**src/rtl/v810_exc_ctrl_if.sv**
```systemverilog
`default_nettype none
// ============================================================================
// Module   : v810_exc_ctrl_if
// Purpose  : Bundles every signal between the V810 core pipeline and the
//            exception/system-register controller.
//   master : core side. Drives the event strobes, restart PCs, redirect_ack
//            and the LDSR/STSR access.
//   slave  : controller side. Drives redirect_valid/redirect_pc, busy, halt,
//            psw and sr_rdata.
// Revision : 1.0 - initial release
// ============================================================================
interface v810_exc_ctrl_if;
    // Event inputs
    logic        exc_req;
    logic [15:0] exc_code;
    logic [31:0] exc_pc;
    logic [31:0] cur_pc;
    logic        nmi;
    logic        irq_req;
    logic [3:0]  irq_lvl;
    logic        reti;
    logic [31:0] fetch_pc;
    // Redirect handshake
    logic        redirect_valid;
    logic [31:0] redirect_pc;
    logic        redirect_ack;
    // Status
    logic        busy;
    logic        halt;
    logic [31:0] psw;
    // System-register access
    logic [4:0]  sr_sel;
    logic        sr_we;
    logic [31:0] sr_wdata;
    logic [31:0] sr_rdata;

    modport master (
        output exc_req, exc_code, exc_pc, cur_pc, nmi, irq_req, irq_lvl,
               reti, fetch_pc, redirect_ack, sr_sel, sr_we, sr_wdata,
        input  redirect_valid, redirect_pc, busy, halt, psw, sr_rdata
    );

    modport slave (
        input  exc_req, exc_code, exc_pc, cur_pc, nmi, irq_req, irq_lvl,
               reti, fetch_pc, redirect_ack, sr_sel, sr_we, sr_wdata,
        output redirect_valid, redirect_pc, busy, halt, psw, sr_rdata
    );
endinterface
`default_nettype wire

```
**src/rtl/v810_exc_ctrl.sv**
```systemverilog
`default_nettype none
// ============================================================================
// Module   : v810_exc_ctrl
// Purpose  : Exception/interrupt sequencer and system-register owner for the
//            V810 core.
//            Holds EIPC, EIPSW, FEPC, FEPSW, ECR, PSW and CHCW, and serves
//            LDSR/STSR.
//            Sequences exception, NMI, interrupt entry and RETI, and hands
//            the core a redirect PC through a valid/ack handshake.
//            A fatal (third-level) exception enters a halted state.
// Ports    : clk, rst (asynchronous, active high)
//            bus (v810_exc_ctrl_if.slave): event inputs, redirect handshake,
//            status outputs and system-register access.
// Options  : define V810_ADTRE_EN to implement ADTRE and the address trap.
// Revision : 1.0 - initial release
// ============================================================================
module v810_exc_ctrl #(
    parameter logic [31:0] PIR_VALUE  = 32'h0000_8100,
    parameter logic [31:0] TKCW_VALUE = 32'h0000_00E0
) (
    input  wire logic           clk,
    input  wire logic           rst,
    v810_exc_ctrl_if.slave      bus
);

    typedef enum logic [1:0] {
        ST_IDLE     = 2'd0,
        ST_REDIRECT = 2'd1,
        ST_FATAL    = 2'd2
    } state_t;

    typedef enum logic [4:0] {
        SR_EIPC  = 5'd0,  SR_EIPSW = 5'd1,  SR_FEPC = 5'd2,  SR_FEPSW = 5'd3,
        SR_ECR   = 5'd4,  SR_PSW   = 5'd5,  SR_PIR  = 5'd6,  SR_TKCW  = 5'd7,
        SR_CHCW  = 5'd24, SR_ADTRE = 5'd25
    } sr_sel_t;

    // PSW bit positions
    localparam int c_PSW_ID = 12;
    localparam int c_PSW_AE = 13;
    localparam int c_PSW_EP = 14;
    localparam int c_PSW_NP = 15;
    // PSW bits [31:20] and [11:10] do not exist and always read 0
    localparam logic [31:0] c_PSW_MASK = 32'h000F_F3FF;
    localparam logic [31:0] c_DUP_VEC  = 32'hFFFF_FFD0;

    state_t      r_state, w_state_nxt;
    logic [31:0] r_eipc, r_eipsw, r_fepc, r_fepsw, r_ecr, r_psw, r_chcw;
    logic [31:0] r_redirect_pc;
    logic        r_nmi_prev, r_nmi_pend;

    logic        w_nmi_pend, w_irq_ok, w_atrap;
    logic        w_take_exc, w_take_reti, w_is_nmi, w_is_irq, w_sr_wr;
    logic [15:0] w_code;
    logic [31:0] w_pc;
    logic        w_fe_entry, w_ei_entry;
    logic [3:0]  w_irq_next_i;
    logic [31:0] w_psw_entry;

`ifdef V810_ADTRE_EN
    logic [31:0] r_adtre;
    assign w_atrap = r_psw[c_PSW_AE] & (bus.fetch_pc == r_adtre);
`else
    logic w_unused_fetch;
    assign w_unused_fetch = ^bus.fetch_pc;
    assign w_atrap        = 1'b0;
`endif

    // A rising NMI edge is remembered until the sequencer can take it
    assign w_nmi_pend = r_nmi_pend | (bus.nmi & ~r_nmi_prev);

    assign w_irq_ok = bus.irq_req & ~r_psw[c_PSW_ID] & ~r_psw[c_PSW_EP] &
                      ~r_psw[c_PSW_NP] & (bus.irq_lvl >= r_psw[19:16]);

    assign w_irq_next_i = (bus.irq_lvl == 4'hF) ? 4'hF : bus.irq_lvl + 4'd1;

    // Next-state and event arbitration
    always_comb begin
        w_state_nxt = r_state;
        w_take_exc  = 1'b0;
        w_take_reti = 1'b0;
        w_is_nmi    = 1'b0;
        w_is_irq    = 1'b0;
        w_sr_wr     = 1'b0;
        w_code      = 16'h0000;
        w_pc        = 32'h0000_0000;
        case (r_state)
            ST_IDLE: begin
                if (bus.exc_req) begin
                    w_take_exc = 1'b1;
                    w_code     = bus.exc_code;
                    w_pc       = bus.exc_pc;
                end else if (w_atrap) begin
                    w_take_exc = 1'b1;
                    w_code     = 16'hFFC0;
                    w_pc       = bus.fetch_pc;
                end else if (w_nmi_pend) begin
                    w_take_exc = 1'b1;
                    w_is_nmi   = 1'b1;
                    w_code     = 16'hFFD0;
                    w_pc       = bus.cur_pc;
                end else if (w_irq_ok) begin
                    w_take_exc = 1'b1;
                    w_is_irq   = 1'b1;
                    w_code     = {8'hFE, bus.irq_lvl, 4'h0};
                    w_pc       = bus.cur_pc;
                end else if (bus.reti) begin
                    w_take_reti = 1'b1;
                end
                if (w_take_exc) begin
                    w_state_nxt = r_psw[c_PSW_NP] ? ST_FATAL : ST_REDIRECT;
                end else if (w_take_reti) begin
                    w_state_nxt = ST_REDIRECT;
                end else begin
                    w_sr_wr = bus.sr_we;
                end
            end
            ST_REDIRECT: begin
                if (bus.redirect_ack) begin
                    w_state_nxt = ST_IDLE;
                end
            end
            ST_FATAL: begin
                w_state_nxt = ST_FATAL;
            end
            default: begin
                w_state_nxt = ST_IDLE;
            end
        endcase
    end

    // Entry on an already-duplexed exception (NP=1) updates nothing
    assign w_fe_entry = w_take_exc & ~r_psw[c_PSW_NP] & (r_psw[c_PSW_EP] | w_is_nmi);
    assign w_ei_entry = w_take_exc & ~r_psw[c_PSW_NP] & ~r_psw[c_PSW_EP] & ~w_is_nmi;

    always_comb begin
        w_psw_entry            = r_psw;
        w_psw_entry[c_PSW_ID]  = 1'b1;
        w_psw_entry[c_PSW_AE]  = 1'b0;
        if (w_fe_entry) begin
            w_psw_entry[c_PSW_NP] = 1'b1;
        end else begin
            w_psw_entry[c_PSW_EP] = 1'b1;
            if (w_is_irq) begin
                w_psw_entry[19:16] = w_irq_next_i;
            end
        end
    end

    always_ff @(posedge clk or posedge rst) begin
        if (rst) begin
            r_state <= ST_IDLE;
        end else begin
            r_state <= w_state_nxt;
        end
    end

    always_ff @(posedge clk or posedge rst) begin
        if (rst) begin
            r_eipc        <= 32'h0000_0000;
            r_eipsw       <= 32'h0000_0000;
            r_fepc        <= 32'h0000_0000;
            r_fepsw       <= 32'h0000_0000;
            r_ecr         <= 32'h0000_FFF0;
            r_psw         <= 32'h0000_8000;
            r_chcw        <= 32'h0000_0000;
            r_redirect_pc <= 32'hFFFF_FFF0;
            r_nmi_prev    <= 1'b0;
            r_nmi_pend    <= 1'b0;
`ifdef V810_ADTRE_EN
            r_adtre       <= 32'h0000_0000;
`endif
        end else begin
            r_nmi_prev <= bus.nmi;
            r_nmi_pend <= w_nmi_pend & ~w_is_nmi;
            if (w_fe_entry) begin
                r_fepc        <= w_pc;
                r_fepsw       <= r_psw;
                r_ecr[31:16]  <= w_code;
                r_psw         <= w_psw_entry;
                r_redirect_pc <= c_DUP_VEC;
            end else if (w_ei_entry) begin
                r_eipc        <= w_pc;
                r_eipsw       <= r_psw;
                r_ecr[15:0]   <= w_code;
                r_psw         <= w_psw_entry;
                r_redirect_pc <= {16'hFFFF, w_code[15:4], 4'h0};
            end else if (w_take_reti) begin
                r_redirect_pc <= r_psw[c_PSW_NP] ? r_fepc  : r_eipc;
                r_psw         <= r_psw[c_PSW_NP] ? r_fepsw : r_eipsw;
            end else if (w_sr_wr) begin
                case (bus.sr_sel)
                    SR_EIPC:  r_eipc  <= {bus.sr_wdata[31:1], 1'b0};
                    SR_EIPSW: r_eipsw <= bus.sr_wdata;
                    SR_FEPC:  r_fepc  <= {bus.sr_wdata[31:1], 1'b0};
                    SR_FEPSW: r_fepsw <= bus.sr_wdata;
                    SR_PSW:   r_psw   <= bus.sr_wdata & c_PSW_MASK;
                    SR_CHCW:  r_chcw  <= bus.sr_wdata;
`ifdef V810_ADTRE_EN
                    SR_ADTRE: r_adtre <= {bus.sr_wdata[31:1], 1'b0};
`endif
                    default: ;
                endcase
            end
        end
    end

    // STSR read path: pre-write register state
    always_comb begin
        bus.sr_rdata = 32'h0000_0000;
        case (bus.sr_sel)
            SR_EIPC:  bus.sr_rdata = r_eipc;
            SR_EIPSW: bus.sr_rdata = r_eipsw;
            SR_FEPC:  bus.sr_rdata = r_fepc;
            SR_FEPSW: bus.sr_rdata = r_fepsw;
            SR_ECR:   bus.sr_rdata = r_ecr;
            SR_PSW:   bus.sr_rdata = r_psw;
            SR_PIR:   bus.sr_rdata = PIR_VALUE;
            SR_TKCW:  bus.sr_rdata = TKCW_VALUE;
            SR_CHCW:  bus.sr_rdata = r_chcw;
`ifdef V810_ADTRE_EN
            SR_ADTRE: bus.sr_rdata = r_adtre;
`endif
            default:  bus.sr_rdata = 32'h0000_0000;
        endcase
    end

    assign bus.redirect_valid = (r_state == ST_REDIRECT);
    assign bus.redirect_pc    = r_redirect_pc;
    assign bus.busy           = (r_state != ST_IDLE);
    assign bus.halt           = (r_state == ST_FATAL);
    assign bus.psw            = r_psw;

endmodule
`default_nettype wire

```
**src/flat_wrapper.sv**
```systemverilog
// flat-port wrapper written by rule: the top's interface ports become plain ports
module v810_exc_ctrl_flat 
#(
    parameter logic [31:0] PIR_VALUE  = 32'h0000_8100,
    parameter logic [31:0] TKCW_VALUE = 32'h0000_00E0
)
  (clk, rst, bus_exc_req, bus_exc_code, bus_exc_pc, bus_cur_pc, bus_nmi, bus_irq_req, bus_irq_lvl, bus_reti, bus_fetch_pc, bus_redirect_ack, bus_sr_sel, bus_sr_we, bus_sr_wdata, bus_redirect_valid, bus_redirect_pc, bus_busy, bus_halt, bus_psw, bus_sr_rdata);
  v810_exc_ctrl_if bus_i ();
  input  wire logic clk;
  input  wire logic rst;
  input wire logic [$bits(bus_i.exc_req)-1:0] bus_exc_req;
  input wire logic [$bits(bus_i.exc_code)-1:0] bus_exc_code;
  input wire logic [$bits(bus_i.exc_pc)-1:0] bus_exc_pc;
  input wire logic [$bits(bus_i.cur_pc)-1:0] bus_cur_pc;
  input wire logic [$bits(bus_i.nmi)-1:0] bus_nmi;
  input wire logic [$bits(bus_i.irq_req)-1:0] bus_irq_req;
  input wire logic [$bits(bus_i.irq_lvl)-1:0] bus_irq_lvl;
  input wire logic [$bits(bus_i.reti)-1:0] bus_reti;
  input wire logic [$bits(bus_i.fetch_pc)-1:0] bus_fetch_pc;
  input wire logic [$bits(bus_i.redirect_ack)-1:0] bus_redirect_ack;
  input wire logic [$bits(bus_i.sr_sel)-1:0] bus_sr_sel;
  input wire logic [$bits(bus_i.sr_we)-1:0] bus_sr_we;
  input wire logic [$bits(bus_i.sr_wdata)-1:0] bus_sr_wdata;
  output wire logic [$bits(bus_i.redirect_valid)-1:0] bus_redirect_valid;
  output wire logic [$bits(bus_i.redirect_pc)-1:0] bus_redirect_pc;
  output wire logic [$bits(bus_i.busy)-1:0] bus_busy;
  output wire logic [$bits(bus_i.halt)-1:0] bus_halt;
  output wire logic [$bits(bus_i.psw)-1:0] bus_psw;
  output wire logic [$bits(bus_i.sr_rdata)-1:0] bus_sr_rdata;
  assign bus_i.exc_req = bus_exc_req;
  assign bus_i.exc_code = bus_exc_code;
  assign bus_i.exc_pc = bus_exc_pc;
  assign bus_i.cur_pc = bus_cur_pc;
  assign bus_i.nmi = bus_nmi;
  assign bus_i.irq_req = bus_irq_req;
  assign bus_i.irq_lvl = bus_irq_lvl;
  assign bus_i.reti = bus_reti;
  assign bus_i.fetch_pc = bus_fetch_pc;
  assign bus_i.redirect_ack = bus_redirect_ack;
  assign bus_i.sr_sel = bus_sr_sel;
  assign bus_i.sr_we = bus_sr_we;
  assign bus_i.sr_wdata = bus_sr_wdata;
  assign bus_redirect_valid = bus_i.redirect_valid;
  assign bus_redirect_pc = bus_i.redirect_pc;
  assign bus_busy = bus_i.busy;
  assign bus_halt = bus_i.halt;
  assign bus_psw = bus_i.psw;
  assign bus_sr_rdata = bus_i.sr_rdata;
  v810_exc_ctrl #(.PIR_VALUE(PIR_VALUE), .TKCW_VALUE(TKCW_VALUE)) u_core (.clk(clk), .rst(rst), .bus(bus_i));
endmodule
```
**config.mk**
```make
export PLATFORM = sky130hd
export DESIGN_NAME = v810_exc_ctrl_flat
export DESIGN_NICKNAME = d
export VERILOG_FILES = /design/src/rtl/v810_exc_ctrl_if.sv /design/src/rtl/v810_exc_ctrl.sv /design/src/flat_wrapper.sv
export SDC_FILE = /design/constraint.sdc
export NUM_CORES = 1
export LEC_CHECK = 0
export ABC_AREA = 0
export ABC_CLOCK_PERIOD_IN_PS = 19400
export BUFFER_PORTS_ARGS = -buffer_cell sky130_fd_sc_hd__buf_4
export CAP_MARGIN = 20
export CORE_UTILIZATION = 35
export DETAILED_ROUTE_END_ITERATION = 6
export PLACE_DENSITY_LB_ADDON = 0.3
export RECOVER_POWER = 50
export REMOVE_ABC_BUFFERS = 1
export SKIP_CTS_REPAIR_TIMING = 1
export SYNTH_ARGS = -nofsm -noshare
export SYNTH_HDL_FRONTEND = slang
export SYNTH_SLANG_ARGS = --single-unit
```
**constraint.sdc**
```tcl
create_clock -name clk -period 19.4 [get_ports clk]
set_clock_uncertainty 0.2 [all_clocks]
set_input_delay 0 -clock clk [delete_from_list [all_inputs] [get_ports clk]]
set_output_delay 0 -clock clk [all_outputs]
set_load 0.05 [all_outputs]
```
==> flow_summary.yaml <==
outcome:
  outcome: "complete, but fails checks"
  violations: "DRC, hold timing, capacitance limit, slew limit"
worst_setup_path:
  crit_path_end_kind: "asynchronous set/reset pin"
  cp.required_ps: 18910
  cp.arrival_ps: 7190
  crit_fanout: 117
  start_kind: "primary input"
  path_class: "in2async"
yosys:
  synth_compound_area_frac: 0.198
  ys_ff_latch: 260
  synthXorXnorAreaFrac: 0
  syn_inst: 1338
  synth-async-reset-ratio: 1.00
  synthMuxAreaShare: 0.191
  synth_edf_count: 0
  ys.flop_type: "dfrtp_1"
  synth-simple-area-share: 0.0987
  synth_cell_types: 77
  yosys_warnings: 0
  yosysSeqAreaShare: 0.462
  synth_area_um2: 14200
  synth_top_family_by_area: "compound AO/OA/AOI/OAI gates"
  synth_fa_ha_area_frac: 0.00441
  avgSynthCellArea_um2: 10.6
clocking:
  clk_latency_ps: 580
  cts_tree: "yes"
  clock_path_buffers: 3
  cts_made_buffers: 30
  root_buffer: "clkbuf_16"
  clock_sinks: 260
  clkTransAtPathRegs_ps: 60
  ctsHtreeMaxLevel: 1
finish:
  final_cell_mix: "dfrtp_1, mux2i_1, buf_4"
  drive_gt1_frac: 0.214
  final_common_cell: "dfrtp_1"
  nNetsFinal: 1809
  areaGrowthSynthToFinish_pct: 30.1
global_routing:
  antenna_found_initial: 1
  grt_max_degree: 118
  grt_pass1_vias: 12245
  grt_pass1_wl_um: 80300
  overflow: 0
  gr-usage-all-layers: 0.258
drt:
  drt_wl_total_um: 55100
  ant_nets: 0
  viasPerCell: 5.92
  drc_errors: 3
  drt_pass1_iterations: 7
  first_iter_violations: 1177
  num_vias: 12985
  wl_per_cell_um: 25.1
job:
  maxCapViolCount: 3
timing:
  final_hold_viol_count: 2
  fin_hold_ws_ps: -36.7
  clock.fmax_mhz: 130
  worstMarginPinSlew_ps: 5440
  setup_violations: 0
  slew_headroom: -2.63
  worst_slack_ps: 11710
  tns_ps: 0
  min_period_ps: 7690
  drv_slew: 259
  rsz0062_at_grt: "no"
  finalCritPeriodShare: 0.396
pwr:
  ir_worst_vdd_v: 0.0000832
  leakagePower_nw: 7.80
  power_density_nw_per_um2: 119
placement:
  port_buffers: 227
  pre_cts_ws_ps: 15640
  gp_congestion: 0.913
  detailed_place_hpwl_um: 32600
floorplanning:
  fp.dieH_um: 203
  num_io_pins: 260
  die_w_um: 203
  start_util: 0.356
  core_um2: 39800
  num_rows: 73
  dieArea_um2: 41300
min_path:
  hp-class: "in2reg"
## cell families after synthesis
kind of cell | Yosys count
buffers and inverters | 130
muxes | 261
adders and majority gates | 5
AOI/OAI and AO/OA | 407
DFF | 260
and+or+nand+nor | 275
## synth_stat cells, types with 5 or more instances
library cell,number,area share
a211oi_1,15,0.0079
a22o_1,5,0.0031
mux2_1,8,0.0064
clkbuf_1,57,0.015
buf_6,12,0.0095
dfstp_2,41,0.076
nand3b_1,5,0.0026
nor2b_1,16,0.0071
nand3_1,65,0.023
mux2_2,32,0.025
mux2_4,8,0.0085
ha_1,5,0.0044
inv_1,11,0.0029
mux2i_1,213,0.15
o211ai_1,8,0.0042
nor3_1,42,0.015
o21ai_0,54,0.019
buf_1,5,0.0013
nand2b_1,13,0.0057
buf_4,10,0.0053
dfrtp_1,219,0.39
o21ai_1,53,0.019
a22oi_1,112,0.059
nor2_1,34,0.0090
o31ai_1,13,0.0069
o22ai_1,6,0.0026
nand2_1,74,0.020
a2bb2oi_1,10,0.0062
buf_2,34,0.012
a21oi_1,64,0.023
a222oi_1,29,0.020
## path summary, 6_finish.rpt
kind / depth (start not counted) / end / slack, ps / start
worst max-delay path: 5 / u_core.r_eipc[22]$_DFFE_PP0P_ / 11710 / rst
max in group clk: 8 / u_core.r_fepc[3]$_DFFE_PP0P_ / 15020 / u_core.bus.psw[15]$_DFFE_PP1P_
worst max register to register: 8 / u_core.r_fepc[3]$_DFFE_PP0P_ / 15020 / u_core.bus.psw[15]$_DFFE_PP1P_
min in group asynchronous: 3 / u_core.r_fepc[25]$_DFFE_PP0P_ / 1430 / rst
worst min-delay path: 6 / u_core.bus.psw[16]$_DFFE_PP0P_ / -40 / bus_sr_we
worst min register to register: 2 / u_core.r_chcw[18]$_DFFE_PP0P_ / 280 / u_core.r_chcw[18]$_DFFE_PP0P_
## through the flow
stage	area (µm²)	hold WS (ps)	power [mW]	utilization	std cells
after floorplan	13600	-169	1.32	-	1220
after global routing	18500	5.68	2.29	0.463	2193
after CTS	17400	-645	2.23	0.437	2060
after detailed placement	16300	-58.1	1.58	0.408	2004
after global placement	16300	-57.3	1.56	0.408	2004
final	18500	-36.7	2.20	0.463	2193
## final cells by class
type | instances | area [µm²]
clock inverter | 14 | 282
multi-input combinational | 948 | 7050
clock buffer | 42 | 856
timing repair buffer | 391 | 3000
fill | 3831 | 21400
tap | 525 | 657
sequential | 260 | 6560
antenna | 1 | 2.50
inverter | 12 | 46.3
## critical path: stages
cell and delay [ps]:
dlygate4sd3_1 530, clkbuf_4 130, clkinvlp_2 2970, clkbuf_1 480
clkbuf_1 2940
## registers in the layout (all words and copies together), names as in the netlist, named ones only
name                    count
u_core.r_state              2
u_core.r_ecr               32
u_core.r_nmi_pend           1
u_core.r_eipc              32
u_core.r_fepc              32
u_core.r_nmi_prev           1
u_core.bus.redirect_pc     32
u_core.r_eipsw             32
u_core.r_chcw              32
u_core.r_fepsw             32
u_core.bus.psw             31
## routing by layer
metal | routed length [µm] | global-route usage | up-vias
met3 | 4120 | 0.0412 | 109
met1 | 23300 | 0.352 | 6543
met5 | 0 | 0 | -
li1 | - | - | 5698
met4 | 1610 | 0.0827 | 0
met2 | 26000 | 0.417 | 635
## where the power goes
group	total [mW]	switching, mW	internal (mW)
sequential	0.896	0.158	0.738
clock	0.654	0.242	0.413
combinational	0.650	0.437	0.212
No activity file was read; power rests on OpenSTA's default activity.
